<file path="config.mk">
export PLATFORM = sky130hd
export DESIGN_NAME = irq_pending_ctrl
export DESIGN_NICKNAME = d
export VERILOG_FILES = /design/src/rtl/irq_pending_ctrl.sv
export SDC_FILE = /design/constraint.sdc
export NUM_CORES = 1
export LEC_CHECK = 0
export CORE_MARGIN = 5
export CORE_UTILIZATION = 26
export CTS_CLUSTER_DIAMETER = 30
export CTS_CLUSTER_SIZE = 14
export DETAILED_ROUTE_END_ITERATION = 8
export PLACE_DENSITY = 0.58
export SYNTH_ARGS = -nofsm -noshare
export SYNTH_HDL_FRONTEND = slang
export SYNTH_SLANG_ARGS = --single-unit
</file>
<file path="constraint.sdc">
create_clock -name clk -period 2.4 [get_ports clk]
set_input_delay 0.36 -clock clk [delete_from_list [all_inputs] [get_ports clk]]
set_output_delay 0.36 -clock clk [all_outputs]
set_load 0.005 [all_outputs]
</file>
<file path="src/rtl/irq_pending_ctrl.sv">
// irq_pending_ctrl
//   Interrupt front end for an external 8-to-3 priority encoder.
//   - Latches request lines into a pending register. EDGE_MODE=1 latches rising
//     edges; EDGE_MODE=0 sets the bit every cycle the line is high.
//   - Feeds the unmasked pending lines to the encoder.
//   - Offers the encoder's winner as a single vector over a valid/ack handshake.
//   - Blocks any further vector until end-of-interrupt. There is no nesting.
// Ports
//   clk, rst_n          clock; asynchronous active-low reset
//   irq_in, irq_mask    request lines; mask (1 = masked, still kept pending)
//   enc_i, enc_ei       to encoder I / EI
//   enc_y, enc_gs       from encoder Y / GS
//   irq_valid, irq_id   offered vector; irq_id is frozen while valid
//   irq_ack, eoi        consumer accept / end-of-interrupt pulse
//   pend_o, busy        raw pending register; high while the vector is in service
module irq_pending_ctrl #(
    parameter int N         = 8,
    parameter int IDW       = 3,
    parameter int EDGE_MODE = 1
) (
    input  logic           clk,
    input  logic           rst_n,
    input  logic [N-1:0]   irq_in,
    input  logic [N-1:0]   irq_mask,
    output logic [N-1:0]   enc_i,
    output logic           enc_ei,
    input  logic [IDW-1:0] enc_y,
    input  logic           enc_gs,
    output logic           irq_valid,
    output logic [IDW-1:0] irq_id,
    input  logic           irq_ack,
    input  logic           eoi,
    output logic [N-1:0]   pend_o,
    output logic           busy
);

    typedef enum logic [1:0] {
        S_IDLE = 2'd0,
        S_REQ  = 2'd1,
        S_SERV = 2'd2
    } state_t;

    state_t         state_q, state_d;
    logic [N-1:0]   pend_q, pend_d;
    logic [N-1:0]   prev_q;
    logic [N-1:0]   set_v, clr_v;
    logic           valid_q, valid_d;
    logic [IDW-1:0] id_q, id_d;
    logic           ack_acc;

    assign ack_acc = valid_q & irq_ack;

    // A new request on a line wins over the same-cycle clear caused by its ack.
    // This keeps a back-to-back edge from being lost.
    always_comb begin
        set_v = (EDGE_MODE != 0) ? (irq_in & ~prev_q) : irq_in;
        clr_v = '0;
        if (ack_acc) clr_v[id_q] = 1'b1;
        pend_d = set_v | (pend_q & ~clr_v);
    end

    always_ff @(posedge clk or negedge rst_n) begin
        if (!rst_n) begin
            state_q <= S_IDLE;
            pend_q  <= '0;
            prev_q  <= '0;
            valid_q <= 1'b0;
            id_q    <= '0;
        end else begin
            state_q <= state_d;
            pend_q  <= pend_d;
            prev_q  <= irq_in;
            valid_q <= valid_d;
            id_q    <= id_d;
        end
    end

    // The encoder is only enabled in IDLE, so enc_gs is meaningful only there.
    // Once a vector is captured, later mask or pend changes cannot alter it.
    always_comb begin
        state_d = state_q;
        valid_d = valid_q;
        id_d    = id_q;
        enc_ei  = 1'b0;
        busy    = 1'b0;
        case (state_q)
            S_IDLE: begin
                enc_ei = 1'b1;
                if (enc_gs) begin
                    id_d    = enc_y;
                    valid_d = 1'b1;
                    state_d = S_REQ;
                end
            end
            S_REQ: begin
                if (irq_ack) begin
                    valid_d = 1'b0;
                    state_d = S_SERV;
                end
            end
            S_SERV: begin
                busy = 1'b1;
                if (eoi) state_d = S_IDLE;
            end
            default: begin
                valid_d = 1'b0;
                state_d = S_IDLE;
            end
        endcase
    end

    assign enc_i     = pend_q & ~irq_mask;
    assign pend_o    = pend_q;
    assign irq_valid = valid_q;
    assign irq_id    = id_q;

endmodule
</file>
# [Word-level counts from Yosys, hierarchy flattened]
# Index checks and enable logic that the tools add are counted.
[op_classes] magnitude_cmp=2 mux=12 n_bitwise=9 mul=0 div_mod_pow=0 eq_ne=5 shifts=0 add_sub_neg=0 reduce_logical=5
[ops] operator="$and A8 B8 Y8" n=3
[ops] operator="$not A8 Y8" n=3
[ops] operator="$mux W8" n=1
[ops] operator="$or A8 B8 Y8" n=1
[ops] operator="$mux W2" n=3
[ops] operator="$ne A2 B2 Y1 const B" n=3
[ops] operator="$pmux W2 S3" n=1
[ops] operator="$reduce_and A3 Y1" n=2
[ops] operator="$mux W1" n=5
[ops] operator="$lt A3 B4 Y1 const B" n=1
[ops] operator="$demux W1 S3" n=1
[ops] operator="$ge A3 B1 Y1 const B" n=1
[ops] operator="$pmux W1 S3" n=1
[ops] operator="$eq A2 B1 Y1 const B" n=1
[ops] operator="$eq A2 B2 Y1 const B" n=1
[ops] operator="$logic_not A2 Y1" n=1
[ops] operator="$reduce_and A2 Y1" n=1
[ops] operator="$and A1 B1 Y1" n=1
[ops] operator="$logic_and A1 B1 Y1" n=1
[ops] operator="$not A1 Y1" n=1
[totals] n_memories=0 ramBits=0 inputBits=24 rom_bits=0 latch_bits=0 out_inout_bits=22 ff_bits=22 word_cells=38

# [Logic depth before layout (Yosys ltp)]
[logic_depth] ltp_word=8 depth_mapped=3

# [Worst setup path after synthesis]
# Ideal clock, no wire load.
[synth_path] path_type="register to register" from="register state_q[0]" to="register id_q[0] (netlist: irq_id[0])" arrival_time_ps=1044 synth_period_minus_slack_ps=1168 setup_slack_ps=1232 path_stages_with_launch=4 setup_time_ps=125 path_cell_list="dfrtp_1 > buf_6 > nor3b_4 > mux2_2"
[synth_between] elab_chain_len=2
[synth_lines] item="from (decl)" line="43" source="state_t state_q, state_d;"
[synth_lines] item="from (signal assigned)" line="70" source="state_q <= state_d;"
[synth_lines] item="$logic_not A2 Y1" line="86" source="case (state_q)"
[synth_lines] item="$reduce_and A2 Y1 (no line)"
[synth_lines] item="to (signal assigned)" line="74" source="id_q <= id_d;"
[synth_lines] item="to (decl)" line="48" source="logic [IDW-1:0] id_q, id_d;"
# Every way passes these cells.
# A chain may end at the register's enable or synchronous reset.

# [Worst setup path after layout]
[layout_path] from="register state_q[1]" to="output port busy"
[layout_between] elab_chain_len=2
[layout_lines] item="$eq A2 B2 Y1" line="86"
[layout_lines] item="$mux W1" line="86"
[layout_lines] item="to (decl)" line="34" source="output logic busy"
# Every way passes these cells.

==> qor_table.md <==
| Metric | Reported | Unit |
| --- | --- | --- |
| Run status | complete, no violations | - |
| Resized Gates After CTS | 0 | - |
| Clock sink total | 22 | - |
| Via count of the first global-routing pass | 754 | - |
| CTS H-tree depth | 1 | - |
| Yosys warns | 0 | - |
| All-Layer GR Usage | 9.79 | % |
| Sequential element share of the synthesized area | 63.5 | % |
| Total negative slack | 0 | ns |
| CTS tree | done | - |
| Largest fanout on the critical path | 5 | - |
| Slowest CP cell | sky130_fd_sc_hd__clkdlybuf4s50_1 | - |
| WP data arrival | 1.48 | ns |
| Post-CTS setup-driven buffer insertion count | 0 | - |
| Highest clock rate | 542 | MHz |
| Total count of hold-check failures in the final report | 0 | - |
| Gate Count Post-Synth | 75 | - |
| Routing layer with the top usage in global route | met2 | - |
| Largest net degree at the start of global routing | 23 | - |
| Later-pin clock latency in the skew report | 0.30 | ns |
| Slew Limit Headroom | 80.2 | % |
| Total half-perimeter wirelength after legalization and detailed placement | 1650 | um |
| Top cells by area in the synthesized netlist | sky130_fd_sc_hd__dfrtp_1 63%, sky130_fd_sc_hd__o21ai_0 8.1%, sky130_fd_sc_hd__nor2b_1 5.8% | - |
| Grt ovf | 0 | - |
| Worst clock skew on the final layout | 0.00801 | ns |
| Die H | 67.8 | um |
| Area of the die | 4590 | um^2 |
| M3 GR Usage | 2.83 | % |
| Leading cell type in the layout, fill and taps excluded | sky130_fd_sc_hd__clkdlybuf4s50_1 | - |
| Initial Util | 26.4 | % |
| Final hold slack | 0.389 | ns |
| Final Max Slew Viols | 0 | - |
| Die W | 67.8 | um |
| Standard-cell row count | 21 | - |
| Met1 track demand over resource | 13.4 | % |
| Critical path's largest stage delay | 0.51 | ns |
| Setup Crit Path Kind | register to primary output | - |
| Antenna violations before repair | 0 | - |
| Clock edge transition at the registers on the reported setup and hold paths | 0.12 | ns |
| Total number of vias | 706 | - |
| Met2 track demand over resource | 14.8 | % |
| Drt via density | 4.18 | - |
| Longest Clk Path Bufs | 2 | - |
| Minimum period implied by the final worst setup slack | 1.84 | ns |
| Transition time of the tightest slew-check pin | 0.297 | ns |
| Number of placed I/O pins | 46 | - |
| Worst vdd ir | 259 | uV |
| Average wire length per cell after detail routing | 12.6 | um |
| Area growth from synthesis to final layout | 60.8 | % |
| Cell at the root of the clock tree | sky130_fd_sc_hd__clkbuf_4 | - |
| Final nets | 149 | - |
| Cell type with the largest total area after synthesis | sky130_fd_sc_hd__dfrtp_1 | - |
| Number of violations of the max-capacitance limit | 0 | - |
| Post-route fraction of the period consumed by the critical path | 76.8 | % |
| Ordered cell list for the critical path | inv_1, nor2_1, clkdlybuf4s50_1 | - |
| Core Footprint | 3280 | um^2 |
| Hold Path Class | input pin to asynchronous set/reset pin | - |
| P per Cell Area | 855 | nW/um^2 |
| Post-synthesis area per instance | 11.6 | um^2 |
| Proportion of layout cells with a drive suffix above 1 | 6.50 | % |
| Kind of end point of the critical path | primary output | - |
| Total Wirelength | 2120 | um |
| Startpoint Class | register | - |
| Unrepaired setup endpoints after global routing | false | - |
| Number of I/O port buffers | 45 | - |
| Commonest non-fill, non-tap cells in the layout | 45 x sky130_fd_sc_hd__clkdlybuf4s50_1, 22 x sky130_fd_sc_hd__dfrtp_1, 14 x sky130_fd_sc_hd__o21ai_0, 10 x sky130_fd_sc_hd__inv_1, 8 x sky130_fd_sc_hd__nor2b_1 | - |
| Count of routing violations after the opening detailed-route iteration | 20 | - |
| Required time worst endpoint | 2.04 | ns |
| Number of nets produced by synthesis | 99 | - |
| Setup violations, final | 0 | - |
| Area share of the largest cell type after synthesis | 63.5 | % |
| Number of synthesized register bits | 22 | - |
| # DRC | 0 | - |
| Hold Buf Count CTS | 0 | - |
| First-pass GRT wire length | 3380 | um |
| Number of diodes added for antenna fixing | 0 | - |
| Final RePlAce weighted congestion | 0.716 | - |
| Number of distinct library cell variants in the gate-level netlist after synthesis | 16 | - |
| Clock buffers created by TritonCTS | 3 | - |
| Count of filler cells inserted in the layout | 323 | - |
| Leak | 0.568 | nW |
| Netlist area before placement | 867 | um^2 |
| Number of iterations in the first detailed-routing pass | 3 | - |
| Number of nets with antenna violations after routing | 0 | - |
[report_power, final]
| part | switching, mW | internal (mW) | total (mW) |
|---|---|---|---|
| logic | 0.147 | 0.315 | 0.462 |
| clock network | 0.105 | 0.0585 | 0.163 |
| registers | 0.103 | 0.462 | 0.565 |
| total | 0.355 | 0.836 | 1.19 |
[Yosys cell counts]
library cell and n:
sky130_fd_sc_hd__nand2b_1 2, sky130_fd_sc_hd__mux2_2 3, sky130_fd_sc_hd__nand2_1 1, sky130_fd_sc_hd__dfrtp_1 22, sky130_fd_sc_hd__nor2_1 4, sky130_fd_sc_hd__nor3b_4 1, sky130_fd_sc_hd__nand3_1 2, sky130_fd_sc_hd__a21oi_1 1
sky130_fd_sc_hd__o31ai_1 3, sky130_fd_sc_hd__o2bb2ai_1 1, sky130_fd_sc_hd__nor2b_1 8, sky130_fd_sc_hd__nand3b_1 1, sky130_fd_sc_hd__o21ai_0 14, sky130_fd_sc_hd__buf_6 1, sky130_fd_sc_hd__inv_1 10, sky130_fd_sc_hd__mux2i_1 1
[cell families after synthesis]
kind of cell           count (synthesis)  synth area share [%]
AO/OA/AOI/OAI                         19                  12.3
multiplexers                           4                  5.05
AND/OR/NAND/NOR                       19                  13.6
flip-flops                            22                  63.5
buffers and inverters                 11                  5.63
[stage by stage]
stage / util [%] / setup slack, ns / total power, mW / cells / instance area, um^2
after global placement: 41.8 / 0.670 / 1.04 / 166 / 1370
final: 42.4 / 0.557 / 1.19 / 169 / 1390
after CTS: 42.4 / 0.530 / 1.21 / 169 / 1390
after floorplan: - / 1.23 / 0.721 / 75 / 867
after detailed placement: 41.8 / 0.618 / 1.05 / 166 / 1370
after global routing: 42.4 / 0.423 / 1.28 / 169 / 1390
[cell type report]
cell class / count / area [um^2] / area share (%)
flip-flops and latches: 22 / 551 / 39.5
clock buffers: 3 / 22.5 / 1.62
inverters: 10 / 37.5 / 2.69
multi-input cells: 42 / 268 / 19.2
well taps: 46 / 57.6 / 4.13
repair buffers: 46 / 458 / 32.9
[per-layer routing]
metal  wire length, um  up-vias
li1                  -      345
met1              1020      329
met2               920       32
met3               186        0
met4                 0        0
met5                 0        -
[path summary, 6_finish.rpt]
check,startpoint,end,slack (ns),depth (start not counted)
min reg2reg,prev_q[7],pend_o[7],0.42,1
min,rst_n,irq_valid,0.39,2
max,state_q[1],busy,0.56,3
max in group asynchronous,rst_n,prev_q[7],1.79,2
max reg2reg,state_q[0],irq_id[1],1.13,2
min in group clk,prev_q[7],pend_o[7],0.42,1
[sequential cells by signal (all words and copies together), names as in the netlist]
| register | flops |
|---|---|
| irq_id | 3 |
| irq_valid | 1 |
| prev_q | 8 |
| pend_o | 8 |
| state_q | 2 |
[critical path, delay by kind of cell (launching register included)]
kind          cells  cell delay (ns)
simple gates      1             0.10
buf+inv           2             0.63
flops             1             0.47
Power figures use the tool's default switching activity.
